===== config.mk =====
export PLATFORM = sky130hd
export DESIGN_NAME = core_sequencer
export DESIGN_NICKNAME = d
export VERILOG_FILES = /design/src/rtl/core_sequencer.sv
export SDC_FILE = /design/constraint.sdc
export NUM_CORES = 1
export LEC_CHECK = 0
export CAP_MARGIN = 20
export CELL_PAD_IN_SITES_DETAIL_PLACEMENT = 1
export CELL_PAD_IN_SITES_GLOBAL_PLACEMENT = 2
export CORE_MARGIN = 5
export CORE_UTILIZATION = 26
export CTS_CLUSTER_DIAMETER = 80
export DETAILED_ROUTE_END_ITERATION = 16
export PLACE_DENSITY = 0.75
export SLEW_MARGIN = 25
export SYNTH_ARGS = -nofsm -noshare
export SYNTH_HDL_FRONTEND = slang
export SYNTH_SLANG_ARGS = --single-unit

===== constraint.sdc =====
create_clock -name clk -period 4 [get_ports clk]
set_clock_uncertainty 0.1 [all_clocks]
set_input_delay 0.4 -clock clk [delete_from_list [all_inputs] [get_ports clk]]
set_output_delay 0.4 -clock clk [all_outputs]
set_load 0.05 [all_outputs]

===== src/rtl/core_sequencer.sv =====
// ============================================================================
// Module   : core_sequencer
// Purpose  : Multi-cycle RV32I control FSM (fetch/decode/exec/mem/wb) with PC,
//            retired counter and sticky trap reporting.
// Revision : 1.0
// ============================================================================
`default_nettype none

module core_sequencer #(
  parameter logic [31:0] RESET_PC = 32'h0000_0000
) (
  input  logic        clk,
  input  logic        rst,
  output logic        imem_req,
  output logic [31:0] imem_addr,
  input  logic        imem_ready,
  input  logic [31:0] imem_rdata,
  output logic [31:0] inst,
  output logic        exec_en,
  input  logic [31:0] next_pc,
  output logic        dmem_req,
  output logic        dmem_we,
  input  logic        dmem_ready,
  output logic        rf_we,
  input  logic        halt_req,
  output logic        halted,
  output logic [31:0] pc,
  output logic [31:0] retired,
  output logic        trap,
  output logic [1:0]  trap_cause
);

  localparam logic [2:0] c_IDLE   = 3'd0;
  localparam logic [2:0] c_FETCH  = 3'd1;
  localparam logic [2:0] c_DECODE = 3'd2;
  localparam logic [2:0] c_EXEC   = 3'd3;
  localparam logic [2:0] c_MEM    = 3'd4;
  localparam logic [2:0] c_WB     = 3'd5;
  localparam logic [2:0] c_HALT   = 3'd6;
  localparam logic [2:0] c_TRAP   = 3'd7;

  localparam logic [6:0] c_OP_LOAD   = 7'h03;
  localparam logic [6:0] c_OP_STORE  = 7'h23;
  localparam logic [6:0] c_OP_BRANCH = 7'h63;
  localparam logic [6:0] c_OP_FENCE  = 7'h0f;
  localparam logic [6:0] c_OP_SYSTEM = 7'h73;

  logic [2:0]  r_state;
  logic [2:0]  w_state_nxt;
  logic [31:0] r_pc;
  logic [31:0] r_inst;
  logic [31:0] r_retired;
  logic [31:0] r_next_pc;
  logic [1:0]  r_cause;

  logic [6:0]  w_opcode;
  logic        w_legal;
  logic        w_env_call;
  logic        w_is_mem;
  logic        w_npc_misaligned;
  logic        w_rd_write;

  assign w_opcode = r_inst[6:0];

  always_comb begin
    w_legal = 1'b0;
    case (w_opcode)
      7'h17, 7'h37, 7'h6f, 7'h67, 7'h03, 7'h13,
      7'h0f, 7'h73, 7'h63, 7'h23, 7'h33: w_legal = 1'b1;
      default:                           w_legal = 1'b0;
    endcase
  end

  assign w_env_call = (w_opcode == c_OP_SYSTEM) && (r_inst[14:12] == 3'd0);
  assign w_is_mem   = (w_opcode == c_OP_LOAD) || (w_opcode == c_OP_STORE);
  // next_pc is captured while it is guaranteed valid so WB decisions and
  // rf_we depend only on registered state, never on a live input.
  assign w_npc_misaligned = (r_next_pc[1:0] != 2'b00);
  assign w_rd_write = (w_opcode != c_OP_BRANCH) && (w_opcode != c_OP_STORE) &&
                      (w_opcode != c_OP_FENCE) && (r_inst[11:7] != 5'd0);

  always_ff @(posedge clk or posedge rst) begin
    if (rst) begin
      r_state <= c_IDLE;
    end else begin
      r_state <= w_state_nxt;
    end
  end

  always_comb begin
    w_state_nxt = r_state;
    case (r_state)
      c_IDLE:   w_state_nxt = c_FETCH;
      c_FETCH:  if (imem_ready) w_state_nxt = c_DECODE;
      c_DECODE: w_state_nxt = (!w_legal || w_env_call) ? c_TRAP : c_EXEC;
      c_EXEC:   w_state_nxt = w_is_mem ? c_MEM : c_WB;
      c_MEM:    if (dmem_ready) w_state_nxt = c_WB;
      c_WB: begin
        if (w_npc_misaligned) w_state_nxt = c_TRAP;
        else if (halt_req)    w_state_nxt = c_HALT;
        else                  w_state_nxt = c_FETCH;
      end
      c_HALT:   if (!halt_req) w_state_nxt = c_FETCH;
      c_TRAP:   w_state_nxt = c_TRAP;
      default:  w_state_nxt = c_IDLE;
    endcase
  end

  always_ff @(posedge clk or posedge rst) begin
    if (rst) begin
      r_pc      <= RESET_PC;
      r_inst    <= 32'h0000_0013;
      r_retired <= 32'd0;
      r_next_pc <= RESET_PC;
      r_cause   <= 2'd0;
    end else begin
      if ((r_state == c_FETCH) && imem_ready) r_inst <= imem_rdata;
      if ((r_state == c_EXEC) || (r_state == c_MEM)) r_next_pc <= next_pc;
      if (r_state == c_DECODE) begin
        if (!w_legal)        r_cause <= 2'd1;
        else if (w_env_call) r_cause <= 2'd2;
      end
      if (r_state == c_WB) begin
        if (w_npc_misaligned) begin
          r_cause <= 2'd3;
        end else begin
          r_pc      <= r_next_pc;
          r_retired <= r_retired + 32'd1;
        end
      end
    end
  end

  always_comb begin
    imem_req = 1'b0;
    exec_en  = 1'b0;
    dmem_req = 1'b0;
    dmem_we  = 1'b0;
    rf_we    = 1'b0;
    halted   = 1'b0;
    trap     = 1'b0;
    case (r_state)
      c_FETCH: imem_req = 1'b1;
      c_EXEC:  exec_en  = 1'b1;
      c_MEM: begin
        dmem_req = 1'b1;
        dmem_we  = (w_opcode == c_OP_STORE);
      end
      c_WB:    rf_we  = !w_npc_misaligned && w_rd_write;
      c_HALT:  halted = 1'b1;
      c_TRAP:  trap   = 1'b1;
      default: ;
    endcase
  end

  assign imem_addr  = r_pc;
  assign pc         = r_pc;
  assign inst       = r_inst;
  assign retired    = r_retired;
  assign trap_cause = r_cause;

endmodule

`default_nettype wire

## Yosys cells after proc, flatten, opt, wreduce, memory -nomap -nowiden

Index checks and enable logic that the tools add are counted.
Widths: inputs -> output; s select.

| word-level totals | value |
|---|---|
| register bits | 133 |
| bits in latches | 0 |
| RAM bits | 0 |
| memory bits (read-only) | 0 |
| bits of input ports | 69 |
| logic and storage cells | 71 |
| memories kept | 0 |

| operators by class | value |
|---|---|
| add/sub/neg operators | 1 |
| $mul | 0 |
| div/mod/pow operators | 0 |
| $lt $le $gt $ge | 0 |
| equality and inequality tests | 24 |
| shifts and indexed selects | 0 |
| muxes and demuxes | 21 |
| bitwise logic cells | 1 |
| reductions and logical operators | 18 |

Operators by type and width:

| operator | number |
|---|---|
| $add 32x1->32 const B | 1 |
| $eq 7x7->1 const B | 4 |
| $pmux 3 s8 | 1 |
| $eq 7x6->1 const B | 3 |
| $mux 3 | 6 |
| $eq 7x5->1 const B | 2 |
| $eq 3x3->1 const B | 4 |
| $reduce_or 11->1 | 1 |
| $mux 2 | 5 |
| $mux 1 | 9 |
| $eq 7x2->1 const B | 1 |
| $eq 7x4->1 const B | 1 |
| $ne 7x4->1 const B | 1 |
| $ne 7x6->1 const B | 1 |
| $ne 7x7->1 const B | 1 |
| $eq 3x2->1 const B | 2 |
| $logic_and 1x1->1 | 6 |
| $logic_not 3->1 | 2 |
| $ne 2x2->1 const B | 3 |
| $reduce_bool 5->1 | 1 |
| $eq 3x1->1 const B | 1 |
| $logic_or 1x1->1 | 3 |
| $reduce_and 3->1 | 1 |
| $logic_not 1->1 | 2 |
| other kinds (3) | 3 |

## Depth between registers and ports, before layout

Gate-level depths: netlist (run 1).

| logic depth | value |
|---|---|
| depth after elaboration | 7 |
| mapped depth | 6 |

## Least setup slack after synthesis (run 1)

Ideal clock, no wire load.

| timing | value |
|---|---|
| path type | reg2out |
| start | register r_state[1] |
| end | output rf_we |
| data arrival time | 3591 ps |
| required time | 3500 ps |
| slack | -91 ps |
| stages on the path, launching flop included | 6 |
| cell sequence | dfrtp_1 > nand2b_1 > nor3_1 > nand2_1 > clkbuf_1 > a2111oi_0 |

| on the way | value |
|---|---|
| longest elaborated chain between the ends | 2 |

RTL lines:

| element | line | text |
|---|---|---|
| start, declared | 48 | `logic [2:0] r_state;` |
| start signal, assigned | 84 | `r_state <= c_IDLE;` |
| start signal, assigned | 86 | `r_state <= w_state_nxt;` |
| $eq 3x3->1 | 142 | `case (r_state)` |
| $mux 1 | 142 |  |
| end, declared | 24 | `output logic rf_we,` |

No other way between the ends.

## Worst setup path in the final report (run 1)

Same ends and word-level chain as after synthesis.

==> impl_metrics.ini, run 1 <==
[grt]
global_route.usage.total = 0.1303
grt_pass1_vias = 4581
initial_antenna_violation_count = 0
global_route_wire_length_before_repair_um = 26500
grt_max_degree = 53
globalRouteOverflowTotal = 0

[cells_and_area]
nFillCells = 2304
final_common_cell = clkdlybuf4s50_1
multi_input_comb_area_um2 = 2100
drive_gt1_frac = 0.2292
mostFrequentLayoutCells = 205 x clkdlybuf4s50_1, 130 x dfrtp_1, 93 x mux2_2, 22 x xor2_1, 17 x clkbuf_16
antennaDiodeCount = 0
layout-area-overhead-vs-synth_pct = 48.26
area_occupied_by_registers_um2 = 3332
nets = 681

[cts]
cts_hold_repair.buffers = 0
max-clock-path-buffers = 2
clock_sink_count = 133
post_cts.resized_instances = 0
root_buffer = clkbuf_16
cts_setup_buffers = 0
tritoncts = yes
path_clk_slew_ps = 60
cts_max_level = 4
number_of_buffers_added_by_the_clock_tree_synthesis_step = 17
clock_latency_ps = 410

[routing]
vias = 4111
drt-wirelength-per-cell_um = 17.91
drt_pre_antenna_iters = 6
detail_route.iter0.violations = 74
routed_via_density = 4.548
drc = 0
route.antenna.remaining_nets = 0
route.final.wire_length_um = 16200

[power_and_ir_drop]
clock_power_share = 0.217
power.combinational.fraction = 0.491
p_leak_nw = 3.609
worst_ir_drop_vdd_v = 0.0003967
power.total_mw = 7.812
power_report.internal_total_mw = 4.386
power_switching_share = 0.4386
power_per_cell_area_nw_per_um2 = 910.1
power.net_switching_mw = 3.426
sequentialPowerShare = 0.292

[sta]
timing.fmax_mhz = 308.0
tightestPinTransition_ps = 998.6
slew_headroom = 0.3171
final_max_slew_viol_count = 0
report.final.hold_viol_count = 0
period_minus_slack_ps = 3246
finalSetupViolCount = 0
timing.final.crit_share = 0.8116
setup_repair_after_global_routing_missed_its_margin = no
totalNegativeSetupSlack_ps = 0

[worst_setup_path]
timing.critical_path.arrival_ps = 2750
critical_path.max_fanout = 16
logic_depth_of_the_worst_register_to_register_path = 4
critPathLaunchType = register
critical_path_class = register to output port
cp.required_ps = 3500
setup.worst_path.end_class = output port

[floorplan]
core_outline_area_um2 = 21890
dieWidth_um = 159.2
dieHeight_um = 159.2
io_pins = 206
row_count = 54
start_util = 0.2645
die_area_um2 = 25350

[synth]
synth_area_per_cell_um2 = 13.34
synth_sequential_area_ratio = 0.5755
synthFlopType = dfrtp_1
number_of_warning_messages_in_the_yosys_log = 0
post_synthesis_instance_total = 434
mappedNetlistArea_um2 = 5789
yosys_register_bits = 133
synth_fp_nets = 504
synth_cell_types = 52
synth_enable_flop_cells = 0
synth_async_sr_flop_share = 1.000

[placement]
dp_hpwl_um = 11650
numPortBuffers = 205
gp_routability_congestion = 0.7670

[worst_hold_path]
min-delay-path-class = input pin to asynchronous set/reset pin

[outcome]
status = complete, no violations

[run]
max-cap-violations = 0
## registers in the layout, indices dropped and copies added, names as in the netlist
signal      cells
inst           32
r_state         3
retired        32
imem_addr      32
trap_cause      2
r_next_pc      32
## cell families after synthesis
| kind of cell | share of synthesized area |
|---|---|
| AOI/OAI and AO/OA | 0.02162 |
| xor gates and xnor gates | 0.04690 |
| adders and majority gates | 0.002161 |
| buffers and inverters | 0.06246 |
| DFF | 0.5755 |
| muxes | 0.1865 |
| and+or+nand+nor | 0.1048 |
## metal layers
| layer | vias to the layer above | wire (um) | GRT usage |
|---|---|---|---|
| met1 | 2091 | 6821 | 0.1552 |
| li1 | 1864 | - | - |
| met2 | 138 | 7970 | 0.2203 |
| met4 | 0 | 274 | 0.04033 |
| met5 | - | 0 | 0 |
| met3 | 18 | 1128 | 0.04711 |
## synthesized netlist by cell type, types with 6 or more instances
master      n  area share
nor4_1      7      0.0076
xor2_1     22       0.033
dfrtp_1   130        0.56
nand2_1    11      0.0071
and3_1      7      0.0076
xnor2_1     9       0.014
nor3_1     12       0.010
nand4_1     9      0.0097
buf_4      32       0.041
mux2_2     93        0.18
inv_1       9      0.0058
nand3_1     6      0.0052
clkbuf_1   12      0.0078
nor2_1     12      0.0078
## path summary, 6_finish.rpt
| path | startpoint | to | slack, ps |
|---|---|---|---|
| max reg2reg | r_state[0] | inst[23] | 1310 |
| min | rst | imem_addr[21] | 210 |
| min reg2reg | retired[31] | retired[31] | 370 |
| max in group asynchronous | rst | inst[0] | 2730 |
| min in group clk | retired[31] | retired[31] | 370 |
| max | r_state[1] | rf_we | 750 |
## worst max-delay path, cell delays in order, from the launching register on
cell and delay, ps:
dfrtp_1 530, nand2b_1 260, nor3_1 240, nand2_2 100
a2111oi_1 330, clkdlybuf4s50_1 880
## final cells by class
cell class / count / area share
clock buffers: 19 / 0.05160
clock inverters: 13 / 0.02259
inverters: 9 / 0.004373
multi-input cells: 240 / 0.2446
flip-flops and latches: 133 / 0.3882
well taps: 280 / 0.04082
repair buffers: 210 / 0.2478
## power groups by stage
| stage | Combinational (mW) | Clock [mW] | Sequential [mW] |
|---|---|---|---|
| 3_5_place_dp | 3.88 | 0 | 2.31 |
| 3_3_place_gp | 3.85 | 0 | 2.26 |
| 2_1_floorplan | 1.68 | 0 | 3.33 |
| 5_1_grt | 4.00 | 1.82 | 2.37 |
| 4_1_cts | 3.89 | 1.75 | 2.29 |
| 6_report | 3.84 | 1.69 | 2.28 |
## through the flow
| step | util | setup WS, ps | hold slack, ps | area, um2 | std cells |
|---|---|---|---|---|---|
| floorplan | - | 583.7 | 354.1 | 5794 | 434 |
| detailed placement | 0.3621 | 1104 | 360.0 | 7926 | 871 |
| global placement | 0.3621 | 1158 | 364.6 | 7926 | 871 |
| global route | 0.3921 | 512.7 | 220.2 | 8583 | 904 |
| finish | 0.3921 | 753.7 | 208.9 | 8583 | 904 |
| CTS | 0.3912 | 655.6 | 373.8 | 8563 | 903 |
Power figures use the tool's default switching activity.
==> run 2, diff against run 1 <==
--- a/config.mk
+++ b/config.mk
@@ -9,10 +9,10 @@
 export CELL_PAD_IN_SITES_DETAIL_PLACEMENT = 1
 export CELL_PAD_IN_SITES_GLOBAL_PLACEMENT = 2
 export CORE_MARGIN = 5
-export CORE_UTILIZATION = 26
+export CORE_UTILIZATION = 29
 export CTS_CLUSTER_DIAMETER = 80
 export DETAILED_ROUTE_END_ITERATION = 16
-export PLACE_DENSITY = 0.75
+export PLACE_DENSITY = 0.79
 export SLEW_MARGIN = 25
 export SYNTH_ARGS = -nofsm -noshare
 export SYNTH_HDL_FRONTEND = slang
==> constraint.sdc (replaced) <==
create_clock -name clk -period 3.21 [get_ports clk]
set_clock_uncertainty 0.1 [all_clocks]
set_input_delay 0.321 -clock clk [delete_from_list [all_inputs] [get_ports clk]]
set_output_delay 0.321 -clock clk [all_outputs]
set_load 0.05 [all_outputs]
==> run 2 against run 1 <==
Against the previous run: sequential cell count unchanged; largest cell class unchanged; highest routed layer unchanged; global-route usage up 0.96 points; via count shrank 0.44%; combinational power increased by 25%; hold slack better by 130 ps; cell count is 1.7% lower; non-clock buffer count unchanged; setup slack got worse by 540 ps.
==> impl_metrics.ini, run 2 (synthesis gave the netlist of run 1 again) <==
[outcome]
status = complete, no violations

[grt]
grt_pass1_vias = 4551
gr-usage-met1 = 0.1641
global_route_wire_length_before_repair_um = 24790
initial_antenna_violation_count = 0
grt_max_degree = 57
globalRouteOverflowTotal = 0
global_route.usage.total = 0.1399
globalRouteMet2Util = 0.2423
routing_usage_on_met3 = 0.05147
grt.busiest_layer = met2

[sta]
timing.fmax_mhz = 333.5
slew_headroom = 0.3914
timing.final.crit_share = 0.9341
final_max_slew_viol_count = 0
setup_repair_after_global_routing_missed_its_margin = no
report.final.hold_viol_count = 0
finalSetupViolCount = 0
tightestPinTransition_ps = 889.9
period_minus_slack_ps = 2998
totalNegativeSetupSlack_ps = 0

[cts]
clock_latency_ps = 410
cts_max_level = 4
cts_hold_repair.buffers = 0
tritoncts = yes
path_clk_slew_ps = 60
cts_setup_buffers = 0
max-clock-path-buffers = 2
clock_sink_count = 133
number_of_buffers_added_by_the_clock_tree_synthesis_step = 17
root_buffer = clkbuf_16
post_cts.resized_instances = 0

[power_and_ir_drop]
power.total_mw = 9.717
power.combinational.fraction = 0.495
p_leak_nw = 3.598
clock_power_share = 0.212
worst_ir_drop_vdd_v = 0.0005608
power_switching_share = 0.4393
power.net_switching_mw = 4.269
sequentialPowerShare = 0.292
power_report.internal_total_mw = 5.448
power_per_cell_area_nw_per_um2 = 1136

[cells_and_area]
mostFrequentLayoutCells = 204 x clkdlybuf4s50_1, 130 x dfrtp_1, 93 x mux2_2, 22 x xor2_1, 17 x clkbuf_16
antennaDiodeCount = 0
drive_gt1_frac = 0.2308
post_layout_nonfiller_instances = 889
layout-area-overhead-vs-synth_pct = 47.76
nFillCells = 2040
final_common_cell = clkdlybuf4s50_1
nets = 681

[floorplan]
dieWidth_um = 151.3
die_area_um2 = 22890
core_outline_area_um2 = 19590
dieHeight_um = 151.3
row_count = 51
start_util = 0.2955
io_pins = 206

[worst_setup_path]
critPathLaunchType = register
timing.critical_path.arrival_ps = 2580
critical_path_class = register to output port
setup.worst_path.end_class = output port
critical_path.max_fanout = 5
cp.required_ps = 2790

[worst_hold_path]
min-delay-path-class = input pin to asynchronous set/reset pin

[placement]
numPortBuffers = 205
dp_hpwl_um = 11570
gp_routability_congestion = 0.7348
placed_cells = 857

[routing]
drt-wirelength-per-cell_um = 17.84
routed_via_density = 4.604
route.antenna.remaining_nets = 0
route.final.wire_length_um = 15860
vias = 4093
drc = 0
detail_route.iter0.violations = 110
drt_pre_antenna_iters = 5

[run]
max-cap-violations = 0
run 2: worst max-delay path, cell delays in order (launching register included):
cell	delay, ps
dfstp_2	570
nand4bb_1	180
nor4b_1	420
and2_1	190
clkdlybuf4s50_1	810
run 2: cell type report:
cell class / count / area, um2 / share of cell area
Sequential cell: 133 / 3332 / 0.3895
Timing Repair Buffer: 210 / 2125 / 0.2484
Multi-Input combinational cell: 240 / 2100 / 0.2454
Clock buffer: 18 / 429.2 / 0.05017
Tap cell: 265 / 331.6 / 0.03876
Clock inverter: 14 / 200.2 / 0.02340
Inverter: 9 / 37.54 / 0.004388
run 2: power groups by stage:
| stage | registers [mW] | logic [mW] | clock network, mW |
|---|---|---|---|
| 2_1_floorplan | 4.15 | 2.10 | 0 |
| 3_3_place_gp | 2.82 | 4.80 | 0 |
| 3_5_place_dp | 2.88 | 4.86 | 0 |
| 4_1_cts | 2.85 | 4.88 | 2.13 |
| 5_1_grt | 2.94 | 5.01 | 2.21 |
| 6_report | 2.84 | 4.81 | 2.06 |
run 2: through the flow:
| stage | hold slack [ps] | instance area [um2] | utilization | setup slack (ps) |
|---|---|---|---|---|
| global placement | 365.8 | 7925 | 0.4045 | 643.5 |
| global route | 398.1 | 8554 | 0.4367 | 50.76 |
| floorplan | 354.1 | 5794 | - | -127.3 |
| finish | 338.3 | 8554 | 0.4367 | 211.6 |
| CTS | 375.3 | 8554 | 0.4367 | 171.2 |
| detailed placement | 374.3 | 7925 | 0.4045 | 624.1 |
run 2: routing by layer:
layer	part of all wire	vias to the layer above
met5	0	-
met4	0.0090	0
met1	0.41	2076
met2	0.51	144
met3	0.076	11
li1	-	1862
run 2: final timing paths:
| check | from | slack, ps | endpoint | cells past startpoint |
|---|---|---|---|---|
| worst max register to register | r_state[2] | 850 | retired[31] | 4 |
| worst min register to register | r_next_pc[13] | 380 | r_next_pc[13] | 1 |
| min in group clk | r_next_pc[13] | 380 | r_next_pc[13] | 1 |
| max in group asynchronous | rst | 1910 | inst[1] | 3 |
| worst max-delay path | inst[1] | 210 | dmem_we | 4 |
| worst min-delay path | rst | 340 | imem_addr[4] | 2 |
==> run 3, diff against run 2 <==
--- a/config.mk
+++ b/config.mk
@@ -6,10 +6,8 @@
 export NUM_CORES = 1
 export LEC_CHECK = 0
 export CAP_MARGIN = 20
-export CELL_PAD_IN_SITES_DETAIL_PLACEMENT = 1
-export CELL_PAD_IN_SITES_GLOBAL_PLACEMENT = 2
 export CORE_MARGIN = 5
-export CORE_UTILIZATION = 29
+export CORE_UTILIZATION = 45
 export CTS_CLUSTER_DIAMETER = 80
 export DETAILED_ROUTE_END_ITERATION = 16
 export PLACE_DENSITY = 0.79
==> run 3 against run 2 <==
Against the previous run: critical endpoint unchanged; register-to-register slack got worse by 60 ps; hold slack got worse by 200 ps; non-clock buffer count rose by 4.
==> impl_metrics.ini, run 3 (synthesis gave the netlist of run 1 again) <==
[worst_setup_path]
critPathLaunchType = register
critical_path.max_fanout = 5
critical_path_class = register to output port
timing.critical_path.arrival_ps = 2570
setup.worst_path.end_class = output port
cp.required_ps = 2790

[sta]
setup_slack_ps = 222.3
report.final.hold_viol_count = 0
finalSetupViolCount = 0
period_minus_slack_ps = 2988
setup_repair_after_global_routing_missed_its_margin = no
final_max_slew_viol_count = 0
timing.final.crit_share = 0.9308
tightestPinTransition_ps = 943.1
slew_headroom = 0.3550
timing.fmax_mhz = 334.7

[power_and_ir_drop]
clock_power_share = 0.187
worst_ir_drop_vdd_v = 0.0006015
power_switching_share = 0.4382
power.combinational.fraction = 0.510
p_leak_nw = 3.601
power_per_cell_area_nw_per_um2 = 1118
power.net_switching_mw = 4.117
power_report.internal_total_mw = 5.279
sequentialPowerShare = 0.302

[cells_and_area]
nets = 685
layout-area-overhead-vs-synth_pct = 45.15
nFillCells = 977
area_occupied_by_registers_um2 = 3332
multi_input_comb_area_um2 = 2097
mostFrequentLayoutCells = 204 x clkdlybuf4s50_1, 130 x dfrtp_1, 93 x mux2_2, 22 x xor2_1, 17 x clkbuf_16
antennaDiodeCount = 0
drive_gt1_frac = 0.2272
final_design_area_no_fill_um2 = 8403
final_common_cell = clkdlybuf4s50_1

[grt]
initial_antenna_violation_count = 0
global_route.usage.total = 0.1935
globalRouteOverflowTotal = 0
grt_max_degree = 43
grt_pass1_vias = 4386
global_route_wire_length_before_repair_um = 22630

[cts]
clock_latency_ps = 400
number_of_buffers_added_by_the_clock_tree_synthesis_step = 17
path_clk_slew_ps = 50
post_cts.resized_instances = 0
root_buffer = clkbuf_16
max-clock-path-buffers = 2
cts_max_level = 4
cts_setup_buffers = 0
tritoncts = yes
clock_sink_count = 133
cts_hold_repair.buffers = 0

[placement]
placed_area_um2 = 7841
preCtsSetupSlack_ps = 631.9
dp_hpwl_um = 10520
numPortBuffers = 205
gp_routability_congestion = 0.7786

[routing]
routed_via_density = 5.118
route.antenna.remaining_nets = 0
drc = 0
detail_route.iter0.violations = 171
route.final.wire_length_um = 14130
drt-wirelength-per-cell_um = 17.73
vias = 4079
drt_pre_antenna_iters = 4

[floorplan]
row_count = 41
dieWidth_um = 123.4
dieHeight_um = 123.4
start_util = 0.4588
die_area_um2 = 15230
core_outline_area_um2 = 12620
io_pins = 206

[worst_hold_path]
min-delay-path-class = input pin to asynchronous set/reset pin

[outcome]
status = complete, no violations

[run]
max-cap-violations = 0
==> run 3: cell types whose count changed in the layout (fill, tap and decap cells not counted), sizes merged <==
cell and delta:
bufinv -3, clkbuf +6, clkinvlp -3, buf +4
inv -3
==> run 3: worst paths after layout <==
kind | startpoint | to | slack (ps) | cells after the start
worst max-delay path | inst[1] | dmem_we | 220 | 4
worst min-delay path | rst | retired[11] | 140 | 2
worst max register to register | r_state[1] | r_next_pc[3] | 790 | 5
worst min register to register | retired[31] | retired[31] | 380 | 1
max in group asynchronous | rst | inst[4] | 2060 | 4
min in group clk | retired[31] | retired[31] | 380 | 1
==> run 3: metal layers <==
| metal | routed length, um | vias to the layer above | GRT usage |
|---|---|---|---|
| met2 | 6803 | 185 | 0.3150 |
| li1 | - | 1868 | - |
| met4 | 295 | 0 | 0.07958 |
| met3 | 1216 | 24 | 0.07091 |
| met5 | 0 | - | 0 |
| met1 | 5819 | 2002 | 0.2326 |
==> run 3: per-stage QoR <==
step           hold WS (ps)  total power [mW]  TNS [ps]  std cells  utilization
2_1_floorplan         354.1             6.251    -127.3        434            -
3_3_place_gp          364.4             7.581         0        767       0.6214
3_5_place_dp          364.9             7.702         0        767       0.6214
4_1_cts               383.1             9.508         0        796       0.6643
5_1_grt               150.7             9.837         0        797       0.6659
6_report              141.0             9.397         0        797       0.6659
==> run 3: power by group through the flow <==
stage / clock network (mW) / logic [mW] / registers [mW]
2_1_floorplan: 0 / 2.10 / 4.15
3_3_place_gp: 0 / 4.76 / 2.82
3_5_place_dp: 0 / 4.83 / 2.88
4_1_cts: 1.81 / 4.84 / 2.85
5_1_grt: 1.88 / 5.00 / 2.96
6_report: 1.76 / 4.79 / 2.84
==> run 3: area by class of cell <==
type / instances / share of cell area
Clock buffer: 24 / 0.05852
Inverter: 9 / 0.004467
Tap cell: 172 / 0.02561
Sequential cell: 133 / 0.3965
Multi-Input combinational cell: 240 / 0.2496
Timing Repair Buffer: 214 / 0.2594
Clock inverter: 5 / 0.005956
==> run 3: worst max-delay path, stage by stage (launching register included) <==
cell,delay (ps)
dfstp_2,550
nand4bb_1,180
nor4b_1,430
and2_1,190
clkdlybuf4s50_1,810
